**src/rtl/inst_fetch_ctrl_pkg.sv**
```systemverilog
// Shared definitions for the instruction fetch controller.
//   fetch_state_t : FSM state encoding
//   fetch_entry_t : one buffered fetch (instruction word + its pc), 64 bits
//   RESET_PC_DEFAULT, INST_NOP, PC_STEP, FIFO_DEPTH : shared constants
//   word_align()  : clears the byte-offset bits of an address
package inst_fetch_ctrl_pkg;

   typedef enum logic [1:0] {
      ST_IDLE = 2'd0,
      ST_REQ  = 2'd1,
      ST_WAIT = 2'd2,
      ST_DROP = 2'd3
   } fetch_state_t;

   typedef struct packed {
      logic [31:0] word;
      logic [31:0] pc;
   } fetch_entry_t;

   localparam logic [31:0] RESET_PC_DEFAULT = 32'h0000_0000;
   localparam logic [31:0] INST_NOP         = 32'h0000_0013;
   localparam logic [31:0] PC_STEP          = 32'd4;
   localparam logic [1:0]  FIFO_DEPTH       = 2'd2;

   function automatic logic [31:0] word_align(input logic [31:0] addr);
      return addr & ~32'h0000_0003;
   endfunction

endpackage

```
**src/rtl/inst_fetch_ctrl_if.sv**
```systemverilog
// Bus bundle between the fetch controller, instruction memory and the CPU.
//   imem_*      : request/grant/response channel to instruction memory
//   inst*       : instruction handed to the CPU, cpu_ready consumes it
//   redirect*   : branch/jump redirect from the CPU
// master = fetch controller view, slave = memory/CPU side view.
interface inst_fetch_ctrl_if;
   logic        imem_req;
   logic [31:0] imem_addr;
   logic        imem_gnt;
   logic        imem_rvalid;
   logic [31:0] imem_rdata;
   logic [31:0] inst;
   logic [31:0] inst_pc;
   logic        inst_valid;
   logic        cpu_ready;
   logic        redirect;
   logic [31:0] redirect_pc;

   modport master (
      output imem_req, imem_addr, inst, inst_pc, inst_valid,
      input  imem_gnt, imem_rvalid, imem_rdata, cpu_ready, redirect, redirect_pc
   );

   modport slave (
      input  imem_req, imem_addr, inst, inst_pc, inst_valid,
      output imem_gnt, imem_rvalid, imem_rdata, cpu_ready, redirect, redirect_pc
   );
endinterface

```
**src/rtl/inst_fetch_ctrl_fifo.sv**
```systemverilog
// fetch_fifo: 2-entry in-order buffer of fetched {word, pc} entries.
//   clk, rst_n : clock, async active-low reset
//   push, din  : append an entry at the tail
//   pop        : drop the head entry (ignored when empty)
//   flush      : discard all entries (wins over push/pop)
//   head       : head entry, straight from a register
//   full, empty, count : occupancy
module fetch_fifo
   import inst_fetch_ctrl_pkg::*;
(
   input  logic         clk,
   input  logic         rst_n,
   input  logic         push,
   input  logic         pop,
   input  logic         flush,
   input  fetch_entry_t din,
   output fetch_entry_t head,
   output logic         full,
   output logic         empty,
   output logic [1:0]   count
);

   fetch_entry_t ent0;
   fetch_entry_t ent1;
   logic [1:0]   cnt;
   logic         do_pop;

   assign do_pop = pop & (cnt != 2'd0);

   always_ff @(posedge clk or negedge rst_n) begin
      if (!rst_n) begin
         ent0 <= '0;
         ent1 <= '0;
         cnt  <= 2'd0;
      end else if (flush) begin
         cnt       <= 2'd0;
         // a flushed head reads as a NOP rather than a stale instruction
         ent0.word <= INST_NOP;
      end else begin
         case ({push, do_pop})
            2'b10: begin
               if (cnt == 2'd0) ent0 <= din;
               else             ent1 <= din;
               cnt <= cnt + 2'd1;
            end
            2'b01: begin
               ent0 <= ent1;
               cnt  <= cnt - 2'd1;
            end
            2'b11: begin
               // occupancy unchanged; new word lands at head when it was the only one
               if (cnt == 2'd1) begin
                  ent0 <= din;
               end else begin
                  ent0 <= ent1;
                  ent1 <= din;
               end
            end
            default: ;
         endcase
      end
   end

   assign head  = ent0;
   assign count = cnt;
   assign empty = (cnt == 2'd0);
   assign full  = (cnt == FIFO_DEPTH);

endmodule

```
**src/rtl/inst_fetch_ctrl.sv**
```systemverilog
// inst_fetch_ctrl: fetches instruction words from memory into a 2-entry
// buffer and presents them in order to the CPU, with redirect/flush.
//   cpu_clk : clock
//   cpu_rst : async active-low reset
//   bus     : memory request/response, CPU instruction and redirect signals
//
// state | meaning
// IDLE  | no request outstanding; move to REQ once buffer credit exists
// REQ   | imem_req high with imem_addr = fetch_pc, waiting for grant
// WAIT  | one request granted, response goes into the buffer tail
// DROP  | one request granted but redirected away; response is discarded
module inst_fetch_ctrl
   import inst_fetch_ctrl_pkg::*;
#(
   parameter logic [31:0] RESET_PC = RESET_PC_DEFAULT
)(
   input  logic               cpu_clk,
   input  logic               cpu_rst,
   inst_fetch_ctrl_if.master  bus
);

   fetch_state_t state;
   fetch_state_t state_nxt;
   logic [31:0]  fetch_pc;

   fetch_entry_t fifo_din;
   fetch_entry_t fifo_head;
   logic         fifo_full;
   logic         fifo_empty;
   logic [1:0]   fifo_count;
   logic         push;
   logic         pop;
   logic         outstanding;
   logic         credit;
   logic         granted;

   assign granted     = (state == ST_REQ) & bus.imem_gnt;
   assign outstanding = (state == ST_WAIT) | (state == ST_DROP);
   assign credit      = ({1'b0, fifo_count} + {2'b00, outstanding}) < {1'b0, FIFO_DEPTH};

   assign pop  = ~fifo_empty & bus.cpu_ready & ~bus.redirect;
   assign push = (state == ST_WAIT) & bus.imem_rvalid & ~bus.redirect & (~fifo_full | pop);

   // fetch_pc already advanced at grant and cannot change in WAIT without
   // leaving for DROP, so the outstanding address is one step behind it
   assign fifo_din = '{word: bus.imem_rdata, pc: fetch_pc - PC_STEP};

   fetch_fifo u_fifo (
      .clk   (cpu_clk),
      .rst_n (cpu_rst),
      .push  (push),
      .pop   (pop),
      .flush (bus.redirect),
      .din   (fifo_din),
      .head  (fifo_head),
      .full  (fifo_full),
      .empty (fifo_empty),
      .count (fifo_count)
   );

   always_ff @(posedge cpu_clk or negedge cpu_rst) begin
      if (!cpu_rst) begin
         state <= ST_IDLE;
      end else begin
         state <= state_nxt;
      end
   end

   always_ff @(posedge cpu_clk or negedge cpu_rst) begin
      if (!cpu_rst) begin
         fetch_pc <= RESET_PC;
      end else if (bus.redirect) begin
         fetch_pc <= word_align(bus.redirect_pc);
      end else if (granted) begin
         fetch_pc <= fetch_pc + PC_STEP;
      end
   end

   always_comb begin
      state_nxt = state;
      case (state)
         ST_IDLE: begin
            if (bus.redirect || credit) state_nxt = ST_REQ;
         end
         ST_REQ: begin
            if (bus.imem_gnt) state_nxt = bus.redirect ? ST_DROP : ST_WAIT;
         end
         ST_WAIT: begin
            // a response arriving with the redirect is the one being killed,
            // so nothing is left to drop
            if (bus.imem_rvalid)      state_nxt = ST_IDLE;
            else if (bus.redirect)    state_nxt = ST_DROP;
         end
         ST_DROP: begin
            // a redirect only retargets fetch_pc; the awaited response still ends DROP
            if (bus.imem_rvalid) state_nxt = ST_IDLE;
         end
         default: state_nxt = ST_IDLE;
      endcase
   end

   always_comb begin
      bus.imem_req   = (state == ST_REQ);
      bus.imem_addr  = fetch_pc;
      bus.inst       = fifo_head.word;
      bus.inst_pc    = fifo_head.pc;
      bus.inst_valid = ~fifo_empty;
   end

endmodule

```
**src/flat_wrapper.sv**
```systemverilog
// flat-port wrapper written by rule: the top's interface ports become plain ports
module inst_fetch_ctrl_flat import inst_fetch_ctrl_pkg::*;
#(
   parameter logic [31:0] RESET_PC = RESET_PC_DEFAULT
)
  (cpu_clk, cpu_rst, bus_imem_req, bus_imem_addr, bus_inst, bus_inst_pc, bus_inst_valid, bus_imem_gnt, bus_imem_rvalid, bus_imem_rdata, bus_cpu_ready, bus_redirect, bus_redirect_pc);
  inst_fetch_ctrl_if bus_i ();
  input  logic cpu_clk;
  input  logic cpu_rst;
  output wire logic [$bits(bus_i.imem_req)-1:0] bus_imem_req;
  output wire logic [$bits(bus_i.imem_addr)-1:0] bus_imem_addr;
  output wire logic [$bits(bus_i.inst)-1:0] bus_inst;
  output wire logic [$bits(bus_i.inst_pc)-1:0] bus_inst_pc;
  output wire logic [$bits(bus_i.inst_valid)-1:0] bus_inst_valid;
  input wire logic [$bits(bus_i.imem_gnt)-1:0] bus_imem_gnt;
  input wire logic [$bits(bus_i.imem_rvalid)-1:0] bus_imem_rvalid;
  input wire logic [$bits(bus_i.imem_rdata)-1:0] bus_imem_rdata;
  input wire logic [$bits(bus_i.cpu_ready)-1:0] bus_cpu_ready;
  input wire logic [$bits(bus_i.redirect)-1:0] bus_redirect;
  input wire logic [$bits(bus_i.redirect_pc)-1:0] bus_redirect_pc;
  assign bus_imem_req = bus_i.imem_req;
  assign bus_imem_addr = bus_i.imem_addr;
  assign bus_inst = bus_i.inst;
  assign bus_inst_pc = bus_i.inst_pc;
  assign bus_inst_valid = bus_i.inst_valid;
  assign bus_i.imem_gnt = bus_imem_gnt;
  assign bus_i.imem_rvalid = bus_imem_rvalid;
  assign bus_i.imem_rdata = bus_imem_rdata;
  assign bus_i.cpu_ready = bus_cpu_ready;
  assign bus_i.redirect = bus_redirect;
  assign bus_i.redirect_pc = bus_redirect_pc;
  inst_fetch_ctrl #(.RESET_PC(RESET_PC)) u_core (.cpu_clk(cpu_clk), .cpu_rst(cpu_rst), .bus(bus_i));
endmodule
```
**config.mk**
```make
export PLATFORM = sky130hd
export DESIGN_NAME = inst_fetch_ctrl_flat
export DESIGN_NICKNAME = d
export VERILOG_FILES = /design/src/rtl/inst_fetch_ctrl_pkg.sv /design/src/rtl/inst_fetch_ctrl_if.sv /design/src/rtl/inst_fetch_ctrl_fifo.sv /design/src/rtl/inst_fetch_ctrl.sv /design/src/flat_wrapper.sv
export SDC_FILE = /design/constraint.sdc
export NUM_CORES = 1
export LEC_CHECK = 0
export ABC_AREA = 1
export CAP_MARGIN = 0
export CORE_AREA = 10 10 151 153
export CTS_BUF_LIST = sky130_fd_sc_hd__clkbuf_16
export CTS_CLUSTER_SIZE = 8
export DETAILED_ROUTE_END_ITERATION = 12
export DIE_AREA = 0 0 161 163
export PLACE_DENSITY = 0.7
export SLEW_MARGIN = 20
export SYNTH_ARGS = -nofsm -noshare
export SYNTH_HDL_FRONTEND = slang
export SYNTH_SLANG_ARGS = --single-unit
```
**constraint.sdc**
```tcl
create_clock -name cpu_clk -period 1.9 [get_ports cpu_clk]
set_input_delay 0.285 -clock cpu_clk [delete_from_list [all_inputs] [get_ports cpu_clk]]
set_output_delay 0.285 -clock cpu_clk [all_outputs]
set_load 0.02 [all_outputs]
```
# Word level (Yosys, flattened, before mapping)
# Cells that the tools add are included.
# classes
addsub	5
n_mul	0
div_mod_pow	0
order_cmp	1
eq_ne	16
shift	0
n_mux	18
bitwise	12
reduce_logical	13
# ops
cell	n
2-to-1 mux 64 bit	4
one-hot mux 64 bit (3 select lines)	1
one-hot mux 64 bit (2 select lines)	1
2-to-1 mux 32 bit	3
adder 32 x 3 -> 32 bit, second input constant	1
subtractor 32 x 3 -> 32 bit, second input constant	1
2-to-1 mux 2 bit	6
equality test 2 bit, second input constant	5
one-hot mux 2 bit (4 select lines)	1
AND reduction 4 bit	2
AND 1 bit	7
equality test 2 x 1 -> 1 bit, second input constant	3
!= test 2 x 1 -> 1 bit, second input constant	3
!= test 2 bit, second input constant	3
nonzero test 2 bit	3
nonzero test 3 bit	2
zero test 2 bit	2
one-hot mux 2 bit (2 select lines)	1
nonzero test 4 bit	1
adder 2 x 1 -> 3 bit	1
less-than comparator 3 x 2 -> 1 bit, second input constant	1
!= test 3 x 2 -> 1 bit, second input constant	1
!= test 3 bit, second input constant	1
NOT 1 bit	3
7 further kinds	8
# word_totals
regBits	164
latchBits	0
ramBits	0
romBits	0
input_bits	70
output_inout_bits	98
word_cells	72
mem_count	0

# Logic depth before layout (Yosys ltp)
# depth
ltp_word	9
depth_mapped	13
ltp_nobuf	12

# By module
# Synthesis repeated with hierarchy kept, for this count alone.
# hier_totals
cells_unflattened	1316
hier_area_um2	9302.7
# modules_own_cells
module	instances	cells_each	area_each_um2	seq_area_each_um2
fetch_fifo	1	802	6192.2	3253.1
inst_fetch_ctrl	1	514	3110.5	800.8

# Worst setup path before layout
# Ideal clock, no wire load.
# synth_path
kind	register to register
start	reg u_core.fetch_pc[2] (netlist: u_core.bus.imem_addr[2])
end	reg u_core.u_fifo.ent1[28] in the netlist's numbering
setup_time_ns	0.126
arrival_time_ns	1.635
t_required_ns	1.774
path_slack_ns	0.139
path_stages_with_launch	10
path_buffers	0
synth_period_minus_slack_ns	1.761
path_cell_list	dfrtp_1 inv_1 ha_1 nand2_1 nor2_4 nand2_1 o21ai_1 nand2_1 nand2_1 o21ai_0
# synth_between
elab_chain_cells	3
word_cells_on_any_way	4
classes_between	1 x add/sub; 3 x mux
# synth_rtl
element	line_no	rtl
start: declaration	inst_fetch_ctrl.sv:24	logic [31:0] fetch_pc;
start signal: assignment	inst_fetch_ctrl.sv:73	fetch_pc <= word_align(bus.redirect_pc);
start signal: assignment	inst_fetch_ctrl.sv:75	fetch_pc <= fetch_pc + PC_STEP;
subtractor 32 x 3 -> 32 bit (*)	inst_fetch_ctrl.sv:46	assign fifo_din = '{word: bus.imem_rdata, pc: fetch_pc - PC_STEP};
2-to-1 mux 64 bit, on equally long branches	inst_fetch_ctrl_fifo.sv:52, inst_fetch_ctrl_fifo.sv:42	
one-hot mux 64 bit (2 select lines) (*)	inst_fetch_ctrl_fifo.sv:40	case ({push, do_pop})
end signal: assignment	inst_fetch_ctrl_fifo.sv:43	else ent1 <= din;
end signal: assignment	inst_fetch_ctrl_fifo.sv:56	ent1 <= din;
end: declaration	inst_fetch_ctrl_fifo.sv:24	fetch_entry_t ent1;
# Mark *: on every way between the ends. The rest lies on a longest branch, timed or not. The select of a mux whose other input is x is not followed.
# A chain may end at the register's enable or synchronous reset.

# Worst setup path in the final report
# layout_path
start	reg u_core.fetch_pc[20] (netlist: u_core.bus.imem_addr[20])
end	out bus_imem_addr[20]
# layout_rtl
element	line_no	rtl
end: declaration	flat_wrapper.sv:11	output wire logic [$bits(bus_i.imem_addr)-1:0] bus_imem_addr;
# No word-level cell between the ends.

==> results.sh <==
export IMPL_static_leakage_power_uw=0.00565
export IMPL_worstPathArrival_ns=1.57
export IMPL_buffers_on_ports=163
export IMPL_finalHoldViolations=0
export IMPL_synthArstFlopShare_pct=100
export IMPL_cp_startpoint="u_core.bus.imem_addr[20]"
export IMPL_antenna_found_initial=0
export IMPL_cp_top_family="buffers and inverters"
export IMPL_period_share_pct=97.7
export IMPL_number_of_optimization_iterations_in_the_first_detailed_route_pass=7
export IMPL_routedWlPerCell_microns=16.3
export IMPL_most_common_layout_cells="sky130_fd_sc_hd__nand2_1, sky130_fd_sc_hd__nor2_1, sky130_fd_sc_hd__dfrtp_1"
export IMPL_critical_path_reg2reg_endpoint="u_core.u_fifo.ent1[28]"
export IMPL_htree_levels=4
export IMPL_die_w_microns=161
export IMPL_power_density_mw_per_mm2=1270
export IMPL_grt_first_pass_wirelength_microns=44000
export IMPL_chipHeight_microns=163
export IMPL_setup_viol=0
export IMPL_worst_setup_hold_path_clk_slew_ns=0.07
export IMPL_core_area_sq_mm=0.0199
export IMPL_critical_path_slowest_cell="sky130_fd_sc_hd__clkdlybuf4s50_1"
export IMPL_numCtsBuffers=17
export IMPL_critPathRequiredTime_ns=1.62
export IMPL_max_vdd_ir_drop_mv=0.693
export IMPL_clk_path_buf_depth=2
export IMPL_floorplan_initialDensity_pct=44.3
export IMPL_highest_attainable_clock_frequency_mhz=539
export IMPL_utilization_pct=60.0
export IMPL_synth_edff_count=0
export IMPL_min_path_type="input port to asynchronous set/reset pin"
export IMPL_post_route_worst_hold_slack_ns=0.369
export IMPL_run_status="finished, final reports clean"
export IMPL_num_antenna_cells=0
export IMPL_yosysWarningCount=0
export IMPL_crit_path_end="bus_imem_addr[20]"
export IMPL_die_ar_sq_mm=0.0262
export IMPL_synth_area_leaders="sky130_fd_sc_hd__dfrtp_1, sky130_fd_sc_hd__nand2_1, sky130_fd_sc_hd__nor2_1"
export IMPL_drt_initial_drc_count=714
export IMPL_ff2ff_setup_slack_ns=0.09
export IMPL_clock_tree_skew_after_final_layout_ns=0.00962
export IMPL_library_cell_with_the_largest_summed_area_after_synthesis="sky130_fd_sc_hd__dfrtp_1"
export IMPL_rr_startpoint="u_core.u_fifo.count[0]"
export IMPL_worst_path_largest_cell_delay_ns=0.65
export IMPL_maxSlewViolCount=0
export IMPL_route_antenna_remaining_nets=0
export IMPL_post_drt_via_cell_ratio=5.16
export IMPL_leading_cell_type_in_the_layout_fill_and_taps_excluded="sky130_fd_sc_hd__nand2_1"
export IMPL_worst_path_buf_inv=1
export IMPL_dpl_cell_count=1681
export IMPL_ys_dominant_reg_cell="sky130_fd_sc_hd__dfrtp_1"
export IMPL_critical_path_startpoint_type="flop"
export IMPL_synth_cell_area_sq_mm=0.00881
export IMPL_maxCapViolCount=0
export IMPL_netlist_instances=1241
export IMPL_grtUsageTotal_pct=20.6
export IMPL_final_instance_count_excl_fill=1724
export IMPL_area_delta_synth_final_pct=35.6
export IMPL_top_level_ports=168
export IMPL_critical_path_cell_chain="clkdlybuf4s50_1"
export IMPL_critPathCaptureType="output port"
export IMPL_grt_start_max_net_pins=52
export IMPL_gr_total_overflow=0
export IMPL_drt_drc_violations_left=0
export IMPL_worst_setup_path_type="flop to output port"
export IMPL_via_count_of_the_first_global_routing_pass=8495
export IMPL_yosys_area_top_type_share_pct=45.2
export IMPL_cts_tree="yes"
export IMPL_synth_seq_area_share_pct=45.2
export IMPL_post_synth_cell_area_avg_sq_um=7.10
export IMPL_layout_drive_gt1_share_pct=10.8
export IMPL_highest_net_fanout_along_the_worst_path=8
export IMPL_reg2regPathDepth=13
export IMPL_yosysUniqueCellTypes=38
export IMPL_clock_sinks=159
export IMPL_cts_root_buffer="sky130_fd_sc_hd__clkbuf_16"
export IMPL_yosys_register_bits=159
export IMPL_drt_total_wl_microns=28100
export IMPL_core_rowCount=52
export IMPL_total_power_of_the_final_layout_uw=15100
export IMPL_place_gp_congestion=0.940
export IMPL_final_nets=1517
export IMPL_clock_latency_on_the_worst_skew_pair_ns=0.43
export IMPL_dr_total_vias=8901
export IMPL_timing_critical_path_depth=1
export IMPL_hpwl_microns=20000
export IMPL_final_min_clock_period_ns=1.86
[state kept, by name, summed over array words and instances, names as in the netlist]
signal and flops:
u_core.bus.imem_addr 30, u_core.u_fifo.head 63, u_core.state 2, u_core.u_fifo.ent1 62, u_core.u_fifo.count 2
[worst min path at each step]
stage,startpoint,endpoint,slack [ns],cells past startpoint
detailed placement,cpu_rst,u_core.u_fifo.ent1[42],0.27,1
finish,cpu_rst,u_core.u_fifo.head[42],0.37,2
CTS,cpu_rst,u_core.u_fifo.ent1[42],0.38,2
global route,cpu_rst,u_core.u_fifo.ent1[42],0.41,2
global placement,cpu_rst,u_core.u_fifo.ent1[42],0.27,1
floorplan,cpu_rst,u_core.bus.imem_addr[10],-0.01,0
[cell type report]
cell class / instances / area [sq um]
Clock inverter: 14 / 154
Fill cell: 1836 / 7960
Timing Repair Buffer: 240 / 2510
Inverter: 107 / 409
Tap cell: 270 / 338
Clock buffer: 17 / 425
Sequential cell: 159 / 4000
Multi-Input combinational cell: 917 / 4120
[power by group]
group | switching, uW | internal (uW) | total (uW)
combinational | 3500 | 2560 | 6050
sequential | 1010 | 4660 | 5660
clock | 1550 | 1850 | 3410
total | 6060 | 9070 | 15100
[synth_stat cells, drive strengths merged (3+ instances only)]
| library cell | instances |
|---|---|
| ha | 5 |
| clkbuf | 10 |
| dfrtp | 159 |
| xor2 | 12 |
| nor3 | 3 |
| a21oi | 11 |
| a211oi | 3 |
| o211ai | 8 |
| nand3 | 71 |
| nand2 | 419 |
| o22ai | 5 |
| a31oi | 7 |
| o21a | 5 |
| nand4 | 9 |
| buf | 49 |
| nor2 | 193 |
| inv | 107 |
| o21ai | 158 |
[through the flow]
step	instance area, sq um	TNS (ns)	worst slack [ns]
3_5_place_dp	11100	-11.09	-0.182
4_1_cts	11700	0	0.0118
5_1_grt	12000	-0.241	-0.0287
3_3_place_gp	11100	-7.02	-0.134
6_report	12000	0	0.0435
2_1_floorplan	8820	0	0.139
[layer usage]
metal	share of wire, %	GRT usage, %	wire [microns]
met4	2.4	6.70	687
met5	0	0	0
met1	45	27.2	12600
met2	45	32.0	12600
met3	7.7	5.81	2160
[what timing repair did]
action / CTS / global route
setup buffers: 0 / 5
setup endpoints to repair: 27 / 113
endpoints found under the hold margin: 46 / 0
gates resized for setup: 29 / 36
pin swaps: 0 / 4
gates cloned: 0 / 6
hold buffers: 1 / 0
[cells by family after synthesis]
| group | count (synthesis) | share of synthesized area (%) |
|---|---|---|
| and+or+nand+nor | 696 | 31.9 |
| AOI/OAI and AO/OA | 201 | 12.3 |
| buffers and inverters | 166 | 8.66 |
| DFF | 159 | 45.2 |
| xor gates and xnor gates | 12 | 1.19 |
| adders and majority gates | 5 | 0.710 |
| other | 1 | 0.0426 |
| muxes | 1 | 0.128 |
Power figures use the tool's default switching activity.
